## config.mk

```make
export PLATFORM = sky130hd
export DESIGN_NAME = exec_ctrl
export DESIGN_NICKNAME = d
export VERILOG_FILES = /design/src/rtl/exec_ctrl_pkg.sv /design/src/rtl/exec_ctrl_sat_counter.sv /design/src/rtl/exec_ctrl.sv
export SDC_FILE = /design/constraint.sdc
export NUM_CORES = 1
export LEC_CHECK = 0
export CORE_MARGIN = 3
export CORE_UTILIZATION = 40
export DETAILED_ROUTE_END_ITERATION = 8
export PLACE_DENSITY = 0.77
export SETUP_SLACK_MARGIN = 0.05
export SLEW_MARGIN = 20
export SYNTH_ARGS = -nofsm -noshare
export SYNTH_HDL_FRONTEND = slang
export SYNTH_SLANG_ARGS = --single-unit
```

## constraint.sdc

```tcl
create_clock -name clk -period 4.1 [get_ports clk]
set_input_delay 0.82 -clock clk [delete_from_list [all_inputs] [get_ports clk]]
set_output_delay 0.82 -clock clk [all_outputs]
set_load 0.05 [all_outputs]
```

## src/rtl/exec_ctrl_pkg.sv

```systemverilog
// Shared definitions for the run/halt/single-step execution controller.
package exec_ctrl_pkg;

  localparam int EC_STATE_WIDTH = 3;

  typedef enum logic [EC_STATE_WIDTH-1:0] {
    EC_IDLE  = 3'd0,
    EC_RUN   = 3'd1,
    EC_STEP  = 3'd2,
    EC_BREAK = 3'd3,
    EC_DONE  = 3'd4
  } ec_state_e;

endpackage

```

## src/rtl/exec_ctrl_sat_counter.sv

```systemverilog
// Saturating up-counter; clear has priority over increment.
module exec_ctrl_sat_counter #(
  parameter int W = 32
) (
  input  logic         clk,
  input  logic         rst_n,
  input  logic         inc,
  input  logic         clr,
  output logic [W-1:0] cnt
);

  logic [W-1:0] cnt_q;
  logic [W-1:0] cnt_d;

  always_comb begin
    cnt_d = cnt_q;
    if (clr) begin
      cnt_d = '0;
    end else if (inc && (cnt_q != '1)) begin
      cnt_d = cnt_q + 1'b1;
    end
  end

  always_ff @(posedge clk or negedge rst_n) begin
    if (!rst_n) begin
      cnt_q <= '0;
    end else begin
      cnt_q <= cnt_d;
    end
  end

  assign cnt = cnt_q;

endmodule

```

## src/rtl/exec_ctrl.sv

```systemverilog
// Run/halt/single-step controller gating the datapath's lock enable,
// with PC breakpoint, instruction budget and retired-instruction count.
module exec_ctrl
  import exec_ctrl_pkg::*;
#(
  parameter int PC_W  = 16,
  parameter int CNT_W = 32
) (
  input  logic                      clk,
  input  logic                      rst_n,
  input  logic                      run_req,
  input  logic                      halt_req,
  input  logic                      step_req,
  input  logic                      clr_cnt,
  input  logic                      bp_en,
  input  logic [PC_W-1:0]           bp_addr,
  input  logic [CNT_W-1:0]          limit,
  input  logic [PC_W-1:0]           next_pc,
  output logic                      lock,
  output logic                      busy,
  output logic [EC_STATE_WIDTH-1:0] state_o,
  output logic                      bp_hit,
  output logic                      done,
  output logic [CNT_W-1:0]          instr_cnt
);

  ec_state_e state_q, state_d;
  logic      skip_q, skip_d;
  logic      lim_hit;
  logic      bp_stop;

  always_comb begin
    lim_hit = (limit != '0) && (instr_cnt >= limit);
    bp_stop = bp_en && (next_pc == bp_addr) && !skip_q;
    lock    = 1'b0;
    unique case (state_q)
      EC_RUN:  lock = !halt_req && !bp_stop && !lim_hit;
      EC_STEP: lock = !halt_req && !lim_hit;
      default: lock = 1'b0;
    endcase
  end

  // skip lets the instruction sitting at bp_addr retire once after a resume.
  always_comb begin
    state_d = state_q;
    skip_d  = skip_q;
    unique case (state_q)
      EC_IDLE: begin
        if (step_req)     state_d = EC_STEP;
        else if (run_req) state_d = EC_RUN;
      end
      EC_RUN: begin
        if (halt_req)     state_d = EC_IDLE;
        else if (lim_hit) state_d = EC_DONE;
        else if (bp_stop) state_d = EC_BREAK;
        if (lock || (state_d != EC_RUN)) skip_d = 1'b0;
      end
      EC_STEP: begin
        if (!halt_req && lim_hit) state_d = EC_DONE;
        else                      state_d = EC_IDLE;
      end
      EC_BREAK: begin
        if (halt_req) begin
          state_d = EC_IDLE;
        end else if (step_req) begin
          state_d = EC_STEP;
        end else if (run_req) begin
          state_d = EC_RUN;
          skip_d  = 1'b1;
        end
      end
      EC_DONE: begin
        if (clr_cnt) state_d = EC_IDLE;
      end
      default: begin
        state_d = EC_IDLE;
        skip_d  = 1'b0;
      end
    endcase
  end

  always_ff @(posedge clk or negedge rst_n) begin
    if (!rst_n) begin
      state_q <= EC_IDLE;
      skip_q  <= 1'b0;
    end else begin
      state_q <= state_d;
      skip_q  <= skip_d;
    end
  end

  exec_ctrl_sat_counter #(
    .W (CNT_W)
  ) u_instr_cnt (
    .clk   (clk),
    .rst_n (rst_n),
    .inc   (lock),
    .clr   (clr_cnt),
    .cnt   (instr_cnt)
  );

  assign state_o = state_q;
  assign busy    = (state_q == EC_RUN) || (state_q == EC_STEP);
  assign bp_hit  = (state_q == EC_BREAK);
  assign done    = (state_q == EC_DONE);

endmodule

```

==> flow_metrics.tcl <==
set metrics [dict create \
    status "finished, final reports clean" \
    synthXorXnorAreaFrac_pct 4.56 \
    ios 110 \
    hold-worst-slack_ns 0.534 \
    fin_area_um2 4610 \
    nets 610 \
    hpwl_um 7450 \
    synth_fa_ha_area_share_pct 12.6 \
    comb_power_share_pct 32.5 \
    synth_top_family_by_area "simple AND/OR/NAND/NOR gates" \
    drt_iter0_drc 258 \
    design.die.area_um2 9280 \
    cts_hold_buffers 0 \
    grt_pass1_vias 3454 \
    synth_nets 505 \
    crit_chain "clkdlybuf4s50_1 -> inv_1 -> ha_4 -> a21oi_2 -> nand2_1 -> a221o_1 -> a2111o_1 -> a21oi_2 -> and2_4 -> buf_12" \
    leakagePower_nw 1.93 \
    cpMostUsedCell "a21oi_2" \
    synth.area.mux_share_pct 5.86 \
    ys_seq_elements 36 \
    worstPathMaxFanout 3 \
    syn2layout_area_growth_pct 41.0 \
    finalClockSkew_ns 0.00590 \
    synthSimpleGateAreaFrac_pct 30.5 \
    dpl_cell_area_um2 4480 \
    endpoint_kind "output port" \
    slowest_delay_ns 0.49 \
    cap_violations 0 \
    arrival_ns 3.17 \
    period_needed_ns 3.99 \
    path_clk_slew_ns 0.07 \
    finalMaxSlewViolations 0 \
    synth-edff-count 0 \
    grt_pass1_wl_um 15500 \
    synth-async-reset-ratio_pct 100 \
    overflow 0 \
    p_switching_mw 0.290 \
    grt_use_total_pct 21.1 \
    peakVddDrop_uv 141 \
    p_int_mw 0.619 \
    p_sw_share_pct 31.9 \
    finalHoldViolCount 0 \
    drive_gt1_share_pct 7.91 \
    min_path_type "flip-flop to flip-flop" \
    gp_congestion 0.808 \
    fin_crit_sh_pct 97.2 \
    p_seq_share_pct 41.2 \
    synth_top_area_share_pct 27.6 \
    synth_area_um2 3270 \
    pwr-share-clk_pct 26.3 \
    yosysTopAreaCell "dfrtp_1" \
    fp.dieH_um 96.4 \
    antenna_found_initial 0 \
    cts_root_buf "clkbuf_8" \
    ys_top_cells_by_area "dfrtp_1 (28%), ha_1 (13%), mux2_2 (5.9%), nand4_1 (5.0%), a21oi_1 (4.4%)" \
    synth_ff_type "dfrtp_1" \
    cts_tree "built" \
    numCtsBuffers 5 \
    synth_cell_types 40 \
    rsz0062_at_grt "false" \
    syn_inst 401 \
    routed_wl_um 9610 \
    core_area_um2 7810 \
    drt_first_pass_iters 4 \
    clock_latency_ns 0.28 \
    seq_area_frac_synth_pct 27.6 \
    cp_slowest_cell "clkdlybuf4s50_1" \
    grt_start_max_net_pins 51 \
    fp-row-count 32 \
    worst_pin_slew_ns 0.744 \
    vias_per_cell 5.67 \
    synth_compound_area_share_pct 12.2 \
    cts_setup_buffers 0 \
    cts_max_path_buffers 2 \
    vias 3449 \
    port_buffers 109 \
    worstSetupPathType "primary input to output port" \
    avgSynthCellArea_um2 8.14 \
    required_ns 3.28 \
    fmax_ghz 0.251 \
    crit_path_start_kind "primary input" \
    cp_top_family "compound AO/OA/AOI/OAI gates" \
    critPathBufInv 3 \
    drtAntennaViolNets 0 \
    die_w_um 96.4 \
    relSlewSlack_pct 49.9 \
    finalSetupViolCount 0 \
    p_per_area_nw_per_um2 197 \
    route.detailed.drc 0 \
    wl_per_cell_um 15.8 \
    clkSinkCount 36 \
    start_util_pct 41.8 \
    diodes 0 \
    ys_warn_count 0 \
    htreeDepth 2 \
]
-- final timing paths --
check / from / end / slack [ns] / depth (start not counted)
hold / removal: skip_q / skip_q / 0.53 / 2
hold reg to reg: skip_q / skip_q / 0.53 / 2
setup reg to reg: u_instr_cnt.cnt[0] / u_instr_cnt.cnt[10] / 1.08 / 10
max in group asynchronous: rst_n / u_instr_cnt.cnt[18] / 2.80 / 2
setup / recovery: limit[22] / lock / 0.11 / 10
min in group asynchronous: rst_n / u_instr_cnt.cnt[10] / 0.96 / 2
-- cell usage in the layout (no fill, tap or decap), types with 4 or more instances in the layout --
| cell | instances |
|---|---|
| a21oi_1 | 26 |
| a21oi_2 | 4 |
| and3_1 | 9 |
| clkbuf_8 | 5 |
| clkdlybuf4s50_1 | 108 |
| dfrtp_1 | 36 |
| ha_1 | 30 |
| inv_1 | 37 |
| mux2_2 | 17 |
| nand2_1 | 19 |
| nand2b_1 | 4 |
| nand3_1 | 20 |
| nand4_1 | 26 |
| nor2_1 | 32 |
| nor2b_1 | 16 |
| nor3_1 | 11 |
| nor4_1 | 18 |
| o21ai_0 | 10 |
| o31ai_1 | 9 |
| or3_1 | 7 |
| or4_1 | 9 |
| xnor2_1 | 16 |
-- synthesized netlist by cell type, drive strengths merged, types with 11 or more instances --
| library cell | count |
|---|---|
| nor4 | 18 |
| nand4 | 26 |
| nor2 | 32 |
| o21ai | 11 |
| xnor2 | 16 |
| nor3 | 11 |
| dfrtp | 36 |
| inv | 37 |
| ha | 33 |
| nand3 | 20 |
| a21oi | 30 |
| nand2 | 19 |
| mux2 | 17 |
| nor2b | 16 |
-- worst reg2reg max path: cells and delay by family (launching register included) --
kind | cells | cell delay (ns)
buf+inv | 2 | 0.25
simple gates | 2 | 0.51
flops | 1 | 0.49
mux | 1 | 0.37
compound gates | 4 | 1.00
fa+ha+maj | 1 | 0.27
-- registers in the layout, summed over array words and instances (netlist names) --
register,count
skip_q,1
state_o,3
u_instr_cnt.cnt,32
-- kinds of logic (layout without fill, tap and decap cells) --
logic type	Yosys count	count (layout)
muxes	17	17
buffers and inverters	53	158
and+or+nand+nor	182	182
adders and majority gates	33	33
AOI/OAI and AO/OA	63	63
xor gates and xnor gates	17	17
DFF	36	36
-- routing by layer --
metal | part of all wire (%) | track usage [%] | up-vias
met5 | 0 | 0 | -
met1 | 41 | 25.6 | 1639
met3 | 7.1 | 4.38 | 4
li1 | - | - | 1686
met4 | 0.66 | 5.37 | 0
met2 | 51 | 37.6 | 120
-- timing repair --
action	CTS	global route
resized for setup	1	7
endpoints found under the setup margin	1	1
pin swaps	0	2
-- stage by stage --
stage | std cells | util [%] | setup TNS [ns] | total power [mW] | worst slack (ns)
2_1_floorplan | 401 | - | 0 | 0.527 | 0.502
3_3_place_gp | 601 | 57.3 | 0 | 0.667 | 0.0471
3_5_place_dp | 601 | 57.3 | -0.00376 | 0.674 | -0.00376
4_1_cts | 608 | 58.4 | 0 | 0.913 | 0.0644
5_1_grt | 608 | 59.0 | 0 | 0.957 | 0.0539
6_report | 608 | 59.0 | 0 | 0.909 | 0.113
-- power groups by stage --
stage | sequential [mW] | combinational (mW) | clock, mW
final | 0.375 | 0.296 | 0.239
after global routing | 0.376 | 0.323 | 0.258
after CTS | 0.374 | 0.294 | 0.244
after detailed placement | 0.381 | 0.293 | 0
after global placement | 0.381 | 0.286 | 0
after floorplan | 0.399 | 0.127 | 0
-- cell type report --
cell class | count | area (µm²)
inverter | 37 | 139
tap | 102 | 128
multi-input combinational | 312 | 2200
fill | 718 | 3200
timing repair buffer | 114 | 1160
sequential | 36 | 901
clock buffer | 6 | 72.6
clock inverter | 1 | 5.00
Power figures use the tool's default switching activity.
